==> src/rtl/uop_sequencer_pkg.sv <==
// rtl/uop_sequencer_pkg.sv - shared microcode encodings for the curve point engine sequencer
// Purpose: microword field positions, one-hot opcodes, operand/exec encodings,
//          FSM state encoding and the dispatch command record.
// Ports:   none (package)
package uop_sequencer_pkg;

   localparam int UOP_W = 20;
   localparam int OPC_W = 6;
   localparam int SEL_W = 4;
   localparam int PC_W  = 6;

   // Microword field bit positions
   localparam int OPC_HI  = 19;
   localparam int OPC_LO  = 14;
   localparam int SRC1_HI = 13;
   localparam int SRC1_LO = 10;
   localparam int SRC2_HI = 9;
   localparam int SRC2_LO = 6;
   localparam int DST_HI  = 5;
   localparam int DST_LO  = 2;
   localparam int EXEC_HI = 1;
   localparam int EXEC_LO = 0;

   // One-hot opcodes; all-zero marks the end of a program
   localparam logic [OPC_W-1:0] OPCODE_RDY = 6'b000000;
   localparam logic [OPC_W-1:0] OPCODE_CMP = 6'b000001;
   localparam logic [OPC_W-1:0] OPCODE_MOV = 6'b000010;
   localparam logic [OPC_W-1:0] OPCODE_ADD = 6'b000100;
   localparam logic [OPC_W-1:0] OPCODE_SUB = 6'b001000;
   localparam logic [OPC_W-1:0] OPCODE_MUL = 6'b010000;
   localparam logic [OPC_W-1:0] OPCODE_INV = 6'b100000;

   // Operand bank selects
   localparam logic [SEL_W-1:0] UOP_SRC_ZERO = 4'd0;
   localparam logic [SEL_W-1:0] UOP_SRC_ONE  = 4'd1;
   localparam logic [SEL_W-1:0] UOP_SRC_RX   = 4'd2;
   localparam logic [SEL_W-1:0] UOP_SRC_RY   = 4'd3;
   localparam logic [SEL_W-1:0] UOP_SRC_RZ   = 4'd4;
   localparam logic [SEL_W-1:0] UOP_DST_RX   = 4'd2;
   localparam logic [SEL_W-1:0] UOP_DST_RY   = 4'd3;
   localparam logic [SEL_W-1:0] UOP_DST_RZ   = 4'd4;
   localparam logic [SEL_W-1:0] UOP_DST_T0   = 4'd5;

   // Execute conditions; 11 is reserved and behaves as ALWAYS
   localparam logic [1:0] UOP_EXEC_ALWAYS      = 2'b00;
   localparam logic [1:0] UOP_EXEC_IF_FLAG     = 2'b01;
   localparam logic [1:0] UOP_EXEC_IF_NOT_FLAG = 2'b10;
   localparam logic [1:0] UOP_EXEC_RSVD        = 2'b11;

   localparam logic [PC_W-1:0] PC_LAST = 6'd63;

   typedef enum logic [2:0] {
      ST_IDLE   = 3'd0,
      ST_FETCH  = 3'd1,
      ST_LATCH  = 3'd2,
      ST_DECODE = 3'd3,
      ST_EXEC   = 3'd4,
      ST_WAIT   = 3'd5
   } state_t;

   typedef struct packed {
      logic [OPC_W-1:0] opcode;
      logic [SEL_W-1:0] src1;
      logic [SEL_W-1:0] src2;
      logic [SEL_W-1:0] dst;
   } dp_cmd_t;

   function automatic logic [UOP_W-1:0] uop_word(
      input logic [OPC_W-1:0] opc,
      input logic [SEL_W-1:0] s1,
      input logic [SEL_W-1:0] s2,
      input logic [SEL_W-1:0] d,
      input logic [1:0]       ex
   );
      return {opc, s1, s2, d, ex};
   endfunction

endpackage

==> src/rtl/uop_sequencer_if.sv <==
// rtl/uop_sequencer_if.sv - start/ROM/datapath bundle of the microcode sequencer
// Purpose: groups the start handshake, microprogram ROM port and datapath
//          dispatch port.
// Ports:   ena/rdy start handshake, uop_addr/uop_data ROM port,
//          dp_ena/dp_opcode/dp_src1/dp_src2/dp_dst dispatch, dp_rdy/dp_flag completion.
//          master = sequencer side, slave = environment side.
interface uop_sequencer_if;
   import uop_sequencer_pkg::*;

   logic             ena;
   logic             rdy;
   logic [PC_W-1:0]  uop_addr;
   logic [UOP_W-1:0] uop_data;
   logic             dp_ena;
   logic [OPC_W-1:0] dp_opcode;
   logic [SEL_W-1:0] dp_src1;
   logic [SEL_W-1:0] dp_src2;
   logic [SEL_W-1:0] dp_dst;
   logic             dp_rdy;
   logic             dp_flag;

   modport master (
      input  ena, uop_data, dp_rdy, dp_flag,
      output rdy, uop_addr, dp_ena, dp_opcode, dp_src1, dp_src2, dp_dst
   );

   modport slave (
      output ena, uop_data, dp_rdy, dp_flag,
      input  rdy, uop_addr, dp_ena, dp_opcode, dp_src1, dp_src2, dp_dst
   );

endinterface

==> src/rtl/uop_decode.sv <==
// rtl/uop_decode.sv - combinational microword decoder
// Purpose: splits a microword into dispatch fields, detects the end-of-program
//          word and evaluates the execute condition against the flag.
// Ports:   ir in (microword), flag in (last CMP result),
//          cmd out (dispatch fields), is_rdy/is_cmp/cond_ok out.
module uop_decode
   import uop_sequencer_pkg::*;
(
   input  logic [UOP_W-1:0] ir,
   input  logic             flag,
   output dp_cmd_t          cmd,
   output logic             is_rdy,
   output logic             is_cmp,
   output logic             cond_ok
);

   logic [1:0] exec_f;

   assign cmd.opcode = ir[OPC_HI:OPC_LO];
   assign cmd.src1   = ir[SRC1_HI:SRC1_LO];
   assign cmd.src2   = ir[SRC2_HI:SRC2_LO];
   assign cmd.dst    = ir[DST_HI:DST_LO];
   assign exec_f     = ir[EXEC_HI:EXEC_LO];

   // End of program is decided by the opcode alone, whatever exec holds
   assign is_rdy = (cmd.opcode == OPCODE_RDY);
   assign is_cmp = (cmd.opcode == OPCODE_CMP);

   always_comb begin
      cond_ok = 1'b1;
      case (exec_f)
         UOP_EXEC_IF_FLAG:     cond_ok = flag;
         UOP_EXEC_IF_NOT_FLAG: cond_ok = ~flag;
         default:              cond_ok = 1'b1;
      endcase
   end

endmodule

==> src/rtl/uop_sequencer.sv <==
// rtl/uop_sequencer.sv - microcode sequencer driving the modular-arithmetic datapath
// Purpose: fetches microwords from a synchronous ROM, decodes them and issues
//          one-cycle dispatches, waiting for completion of each.
// Ports:   clk, rst (sync active-high), bus (uop_sequencer_if.master).
module uop_sequencer
   import uop_sequencer_pkg::*;
(
   input  logic           clk,
   input  logic           rst,
   uop_sequencer_if.master bus
);

   state_t           state;
   state_t           state_nxt;
   logic [PC_W-1:0]  pc;
   logic [UOP_W-1:0] ir;
   logic             flag;
   dp_cmd_t          cmd_q;

   dp_cmd_t          dec_cmd;
   logic             dec_rdy;
   logic             dec_cmp;
   logic             dec_ok;

   uop_decode u_decode (
      .ir      (ir),
      .flag    (flag),
      .cmd     (dec_cmd),
      .is_rdy  (dec_rdy),
      .is_cmp  (dec_cmp),
      .cond_ok (dec_ok)
   );

   // State register
   always_ff @(posedge clk) begin
      if (rst) state <= ST_IDLE;
      else     state <= state_nxt;
   end

   // Next-state logic
   always_comb begin
      state_nxt = state;
      case (state)
         ST_IDLE:   if (bus.ena) state_nxt = ST_FETCH;
         ST_FETCH:  state_nxt = ST_LATCH;
         ST_LATCH:  state_nxt = ST_DECODE;
         ST_DECODE: begin
            if (dec_rdy)      state_nxt = ST_IDLE;
            else if (!dec_ok) state_nxt = ST_FETCH;
            else              state_nxt = ST_EXEC;
         end
         ST_EXEC:   state_nxt = ST_WAIT;
         ST_WAIT: begin
            // Last ROM address ends the program instead of wrapping to 0
            if (bus.dp_rdy) state_nxt = (pc == PC_LAST) ? ST_IDLE : ST_FETCH;
         end
         default:   state_nxt = ST_IDLE;
      endcase
   end

   // Output logic; rdy is exactly "sitting in IDLE"
   always_comb begin
      bus.rdy    = 1'b0;
      bus.dp_ena = 1'b0;
      case (state)
         ST_IDLE: bus.rdy    = 1'b1;
         ST_EXEC: bus.dp_ena = 1'b1;
         default: ;
      endcase
   end

   // Program counter, instruction register, flag and held dispatch fields
   always_ff @(posedge clk) begin
      if (rst) begin
         pc    <= '0;
         ir    <= '0;
         flag  <= 1'b0;
         cmd_q <= '0;
      end else begin
         case (state)
            ST_IDLE: begin
               if (bus.ena) begin
                  pc   <= '0;
                  flag <= 1'b0;
               end
            end
            ST_LATCH: ir <= bus.uop_data;
            ST_DECODE: begin
               if (!dec_rdy) begin
                  if (dec_ok) cmd_q <= dec_cmd;
                  else        pc    <= pc + 6'd1;
               end
            end
            ST_WAIT: begin
               if (bus.dp_rdy) begin
                  if (dec_cmp)        flag <= bus.dp_flag;
                  if (pc != PC_LAST)  pc   <= pc + 6'd1;
               end
            end
            default: ;
         endcase
      end
   end

   assign bus.uop_addr  = pc;
   assign bus.dp_opcode = cmd_q.opcode;
   assign bus.dp_src1   = cmd_q.src1;
   assign bus.dp_src2   = cmd_q.src2;
   assign bus.dp_dst    = cmd_q.dst;

endmodule

==> src/flat_wrapper.sv <==
// flat-port wrapper written by rule: the top's interface ports become plain ports
module uop_sequencer_flat import uop_sequencer_pkg::*;
  (clk, rst, bus_ena, bus_uop_data, bus_dp_rdy, bus_dp_flag, bus_rdy, bus_uop_addr, bus_dp_ena, bus_dp_opcode, bus_dp_src1, bus_dp_src2, bus_dp_dst);
  uop_sequencer_if bus_i ();
  input  logic clk;
  input  logic rst;
  input wire logic [$bits(bus_i.ena)-1:0] bus_ena;
  input wire logic [$bits(bus_i.uop_data)-1:0] bus_uop_data;
  input wire logic [$bits(bus_i.dp_rdy)-1:0] bus_dp_rdy;
  input wire logic [$bits(bus_i.dp_flag)-1:0] bus_dp_flag;
  output wire logic [$bits(bus_i.rdy)-1:0] bus_rdy;
  output wire logic [$bits(bus_i.uop_addr)-1:0] bus_uop_addr;
  output wire logic [$bits(bus_i.dp_ena)-1:0] bus_dp_ena;
  output wire logic [$bits(bus_i.dp_opcode)-1:0] bus_dp_opcode;
  output wire logic [$bits(bus_i.dp_src1)-1:0] bus_dp_src1;
  output wire logic [$bits(bus_i.dp_src2)-1:0] bus_dp_src2;
  output wire logic [$bits(bus_i.dp_dst)-1:0] bus_dp_dst;
  assign bus_i.ena = bus_ena;
  assign bus_i.uop_data = bus_uop_data;
  assign bus_i.dp_rdy = bus_dp_rdy;
  assign bus_i.dp_flag = bus_dp_flag;
  assign bus_rdy = bus_i.rdy;
  assign bus_uop_addr = bus_i.uop_addr;
  assign bus_dp_ena = bus_i.dp_ena;
  assign bus_dp_opcode = bus_i.dp_opcode;
  assign bus_dp_src1 = bus_i.dp_src1;
  assign bus_dp_src2 = bus_i.dp_src2;
  assign bus_dp_dst = bus_i.dp_dst;
  uop_sequencer u_core (.clk(clk), .rst(rst), .bus(bus_i));
endmodule
==> config.mk <==
export PLATFORM = sky130hd
export DESIGN_NAME = uop_sequencer_flat
export DESIGN_NICKNAME = d
export VERILOG_FILES = /design/src/rtl/uop_sequencer_pkg.sv /design/src/rtl/uop_sequencer_if.sv /design/src/rtl/uop_decode.sv /design/src/rtl/uop_sequencer.sv /design/src/flat_wrapper.sv
export SDC_FILE = /design/constraint.sdc
export NUM_CORES = 1
export LEC_CHECK = 0
export ABC_AREA = 1
export BUFFER_PORTS_ARGS = -buffer_cell sky130_fd_sc_hd__buf_2
export CORE_ASPECT_RATIO = 2
export CORE_MARGIN = 2
export CORE_UTILIZATION = 30
export CTS_CLUSTER_DIAMETER = 80
export DETAILED_ROUTE_END_ITERATION = 12
export GPL_TIMING_DRIVEN = 0
export HOLD_SLACK_MARGIN = 0.02
export PLACE_DENSITY = 0.48
export SETUP_SLACK_MARGIN = 0.02
export SYNTH_ARGS = -nofsm -noshare
export SYNTH_HDL_FRONTEND = slang
export SYNTH_SLANG_ARGS = --single-unit
==> constraint.sdc <==
create_clock -name clk -period 1.57 [get_ports clk]
set_input_delay 0.2355 -clock clk [delete_from_list [all_inputs] [get_ports clk]]
set_output_delay 0.2355 -clock clk [all_outputs]
set_load 0.01 [all_outputs]
==> Word level (Yosys, flattened, before mapping) <==
Index checks and enable logic that the tools add are counted.
{ "word_totals": {"inputBits": 25, "romBits": 0, "mem_count": 0, "ram_bits": 0, "latch_bits": 0, "register_bits": 48, "out_inout_bits": 26} }
{ "classes": {"mul": 0, "bitwise_logic": 2, "div": 0, "muxes": 19, "n_shift": 0, "n_reduce_logical": 8, "add_sub_neg": 1, "n_eq_ne": 16, "n_lt_le_gt_ge": 0} }
{ "ops": {"columns": ["cell", "n"], "rows": [
  ["$mux 6", 5],
  ["$pmux 3 s6", 1],
  ["$pmux 6 s3", 1],
  ["$mux 3", 4],
  ["$ne 2x2->1 const B", 4],
  ["$add 6x1->6 const B", 1],
  ["$eq 3x2->1 const B", 2],
  ["$eq 3x3->1 const B", 2],
  ["$eq 6x1->1 const B", 1],
  ["$eq 6x6->1 const B", 1],
  ["$logic_not 6->1", 1],
  ["$mux 1", 6],
  ["$ne 6x6->1 const B", 1],
  ["$reduce_and 6->1", 1],
  ["$ne 2x1->1 const B", 2],
  ["$pmux 1 s2", 2],
  ["$reduce_and 4->1", 1],
  ["$eq 3x1->1 const B", 1],
  ["$logic_not 3->1", 1],
  ["$reduce_and 3->1", 1],
  ["$reduce_bool 3->1", 1],
  ["$eq 2x1->1 const B", 1],
  ["$eq 2x2->1 const B", 1],
  ["$not 1->1", 2],
  ["2 further kinds", 2]
]} }

==> Depth between registers and ports, before layout <==
{ "logic_depth": {"word_depth": 5, "mapped_depth": 11, "mapped_depth_nobuf": 11} }

==> By module <==
From an unflattened synthesis, not the netlist that was laid out.
{ "unflattened": {"hier_cells": 306, "hier_area_um2": 2218.4} }
{ "by_module_without_submodules": {"columns": ["module", "cells_per_inst", "n_inst", "area_per_inst_um2"], "rows": [
  ["uop_sequencer", 272, 1, 2001.9],
  ["uop_decode", 34, 1, 216.5]
]} }

==> Worst setup path after synthesis <==
No wires, ideal clock.
{ "synth_path": {"kind": "register -> register", "start": "register u_core.ir[0]", "end": "register u_core.pc[5] (netlist: u_core.bus.uop_addr[5])", "path_buffers": 0, "path_slack_ns": 0.074, "t_arrival_ns": 1.384, "setup_time_ns": 0.112, "path_stages_with_launch": 11, "cell_sequence": "dfxtp_1 inv_1 ha_1 inv_1 nand2_1 nor2_1 nand2_1 nand2_1 nand3_4 nor2_1 nor2_1"} }
{ "synth_via": {"elab_chain_cells": 4} }
{ "synth_lines": {"columns": ["item", "line", "rtl"], "rows": [
  ["from (decl)", "uop_sequencer.sv:16", "logic [UOP_W-1:0] ir;"],
  ["from (signal assigned)", "uop_sequencer.sv:87", "ST_LATCH: ir <= bus.uop_data;"],
  ["$eq 2x2->1 / $eq 2x1->1 (equally long branches)", "uop_decode.sv:31", "case (exec_f)"],
  ["$pmux 1 s2 *", "uop_decode.sv:31", null],
  ["$ne 2x2->1 (no line) *", null, null],
  ["$reduce_and 6->1 (no line) *", null, null],
  ["to (signal assigned)", "uop_sequencer.sv:91", "else pc <= pc + 6'd1;"],
  ["to (signal assigned)", "uop_sequencer.sv:97", "if (pc != PC_LAST) pc <= pc + 6'd1;"],
  ["to (decl)", "uop_sequencer.sv:15", "logic [PC_W-1:0] pc;"]
]} }
Mark *: on every way between the ends. The rest lies on a longest branch, timed or not.
A chain may end at the register's enable or synchronous reset.

==> Final worst setup path <==
{ "layout_path": {"start": "register u_core.ir[0]", "end": "register u_core.pc[2] (netlist: u_core.bus.uop_addr[2])"} }
Same word-level chain as after synthesis.

==> flow_summary.yaml <==
drt:
  vias_per_cell: 4.59
  wl_um: 5490
  drc: 0
  first_iter_violations: 69
  vias: 2035
  firstDrtPassIters: 4
  ant_nets: 0
  avgRoutedWirePerCell_um: 12.4
outcome:
  status: "complete, no violations"
sta:
  maxSlewViolCount: 0
  fmax_ghz: 0.649
  worstMarginPinSlew_ps: 477
  finalCritPeriodShare_pct: 98.2
  rsz0062_at_grt: "true"
  fin_crit_ps: 1540
  finalHoldViolations: 0
  fin_skew_ps: 8.53
  finalSetupViolations: 0
  slew_headroom_pct: 68.2
  hold_slack_ps: 196
floorplan:
  start_util_pct: 30.5
  core_um2: 6830
  core.rowCount: 43
  die-area_um2: 7660
  die_x_um: 62.9
  io_pins: 51
  dieHeight_um: 122
logic_synthesis:
  yosysMostFrequentCell: "nor2_1"
  syn_inst: 283
  synthFlopType: "dfxtp_1"
  synth.distinct_cells: 25
  syn-cell-area_um2: 2080
  avgSynthCellArea_um2: 7.35
  synth_edf_count: 0
  yosys_warnings: 0
  ys_ff_latch: 48
  ys_top_cells_by_count: "77 x nor2_1, 48 x dfxtp_1, 41 x o21ai_0"
  syn_nets: 311
  synth_top_area_share_pct: 46.2
  synthArstFlopShare_pct: 0
  synth.area.top_cells: "dfxtp_1 46%, nor2_1 14%, o21ai_0 9.9%"
  ys_seq_area_share_pct: 46.2
  yosysTopAreaCell: "dfxtp_1"
worst_setup_path:
  r2r_slack_ps: 30
  worstSetupPathType: "reg2reg"
  cp_max_fo: 7
  crit_end: "u_core.bus.uop_addr[2]$_SDFFE_PP0P_"
  worstSetupEndpointType: "flop"
  critPathRequiredTime_ps: 1730
  cp-start-kind: "flop"
  worstRegToRegCells: 11
  cp-startpoint: "u_core.ir[0]$_SDFFE_PP0P_"
  cp_data_arrival_time_ps: 1700
  worstReg2RegStart: "u_core.ir[0]$_SDFFE_PP0P_"
  r2r-end: "u_core.bus.uop_addr[2]$_SDFFE_PP0P_"
global_routing:
  grtUsageTotal_pct: 14.7
  use_met1_pct: 17.3
  grt_use_met3_pct: 3.42
  grt_max_degree: 16
  grt_pass1_wl_um: 8810
  overflow: 0
  first_global_vias: 1899
  grt_antenna_before_repair: 0
  busiest_layer: "met2"
  grtUsageMet2_pct: 25.5
final_layout:
  fillCellCount: 737
  syn_to_final_growth_pct: 41.2
  drive_gt1_share_pct: 38.0
  finalNetCount: 380
  fin_util_pct: 43.0
  diodes: 0
placement:
  numPortBuffers: 49
  hpwlAfterDp_um: 3760
  finalWeightedCongestion: 0.787
clocking:
  hold_buffers: 0
  clk_path_buf_depth: 2
  clk-insertion-delay-late_ps: 290
  htreeDepth: 2
  cts_sinks: 48
  cts_tree: "yes"
  cts_root_buf: "clkbuf_16"
  cts.clk_slew.worst_paths_ps: 70
  numCtsBuffers: 5
power_and_ir_drop:
  p_per_area_nw_per_um2: 1090
  seqPwrFrac_pct: 44.7
  fin_total_pwr_uw: 3190
  net-switching-power_uw: 949
  p_clk_share_pct: 34.4
  leakagePower_uw: 0.00129
  switching_share_pct: 29.7
  p_int_uw: 2240
  vdd_drop_max_mv: 0.695
  p_comb_share_pct: 20.9
flow_run:
  cap_viol_max_count: 0
hold_path:
  hp-class: "in2reg"
==> sequential cells by signal (all words and copies together), names as in the netlist <==
register and cells:
u_core.bus.uop_addr 6, u_core.state 3, u_core.flag 1, u_core.bus.dp_opcode 6
u_core.bus.dp_src2 4, u_core.bus.dp_dst 4, u_core.ir 20, u_core.bus.dp_src1 4
==> placed cells by master (no fill, tap or decap), types with 2 or more instances in the layout <==
cell,instances
buf_2,50
a21oi_2,2
inv_1,16
nor3_1,2
dfxtp_1,42
nand4_1,8
dfxtp_2,6
nand3_1,10
buf_8,2
nand2_2,6
ha_2,2
clkbuf_1,4
nor2_2,11
buf_4,8
o21ai_1,7
inv_2,4
clkbuf_16,5
buf_6,4
nor2_4,18
o21ai_2,2
clkbuf_2,3
o21ai_0,32
a21oi_1,10
nand2_1,22
nor2_1,63
==> worst max-delay path, stage by stage (launching register included) <==
cell	delay, ps
dfxtp_2	340
inv_2	50
ha_4	210
inv_2	50
nand2_2	50
nor2_4	130
buf_6	120
nand2_4	60
nand2_8	80
nand3_4	130
nand2_1	130
a21oi_2	50
==> kinds of logic after synthesis <==
family	count (synthesis)	share of synthesized area [%]
flops	48	46.2
compound gates	53	12.7
xor+xnor	1	0.421
simple gates	144	31.0
buf+inv	34	7.82
fa+ha+maj	3	1.80
==> power groups by stage <==
stage,sequential [µW],clock [µW],combinational (µW)
floorplan,1430,0,354
global placement,1430,0,515
detailed placement,1430,0,524
CTS,1410,1130,597
global route,1440,1170,751
finish,1430,1100,668
==> area by class of cell <==
type | instances | area, µm² | share of cell area (%)
Buffer | 12 | 81.3 | 2.77
Sequential cell | 48 | 968 | 33.0
Multi-Input combinational cell | 201 | 1140 | 38.8
Clock buffer | 6 | 139 | 4.73
Timing Repair Buffer | 62 | 385 | 13.1
Clock inverter | 2 | 13.8 | 0.468
Inverter | 22 | 98.8 | 3.36
Tap cell | 90 | 113 | 3.83
==> layer usage <==
| layer | routed length, µm | vias to the layer above |
|---|---|---|
| li1 | - | 1049 |
| met2 | 2760 | 58 |
| met5 | 0 | - |
| met3 | 228 | 6 |
| met1 | 2410 | 922 |
| met4 | 94 | 0 |
==> what timing repair did <==
action / in CTS / in global routing
gates resized for setup: 20 / 56
setup buffers: 7 / 5
pin swaps: 8 / 10
endpoints found under the setup margin: 17 / 36
cloned: 1 / 0
==> per-stage QoR <==
stage	setup WS, ps	std cells	setup TNS [ps]	instance area, µm²
6_report	28.8	443	0	2940
5_1_grt	-96.1	443	-655	2940
4_1_cts	9.49	438	0	2730
3_5_place_dp	-182	422	-1600	2440
3_3_place_gp	-136	422	-973	2440
2_1_floorplan	74.2	283	0	2080
==> worst min path at each step <==
stage	depth (start not counted)	end	start
finish	3	u_core.ir[14]$_SDFFE_PP0P_	bus_uop_data[14]
global route	3	u_core.ir[4]$_SDFFE_PP0P_	bus_uop_data[4]
CTS	3	u_core.ir[14]$_SDFFE_PP0P_	bus_uop_data[14]
detailed placement	2	u_core.bus.dp_opcode[1]$_SDFFE_PP0P_	u_core.ir[15]$_SDFFE_PP0P_
global placement	2	u_core.ir[1]$_SDFFE_PP0P_	u_core.ir[1]$_SDFFE_PP0P_
floorplan	2	u_core.ir[10]$_SDFFE_PP0P_	bus_uop_data[10]
(Power assumes the default switching activity.)
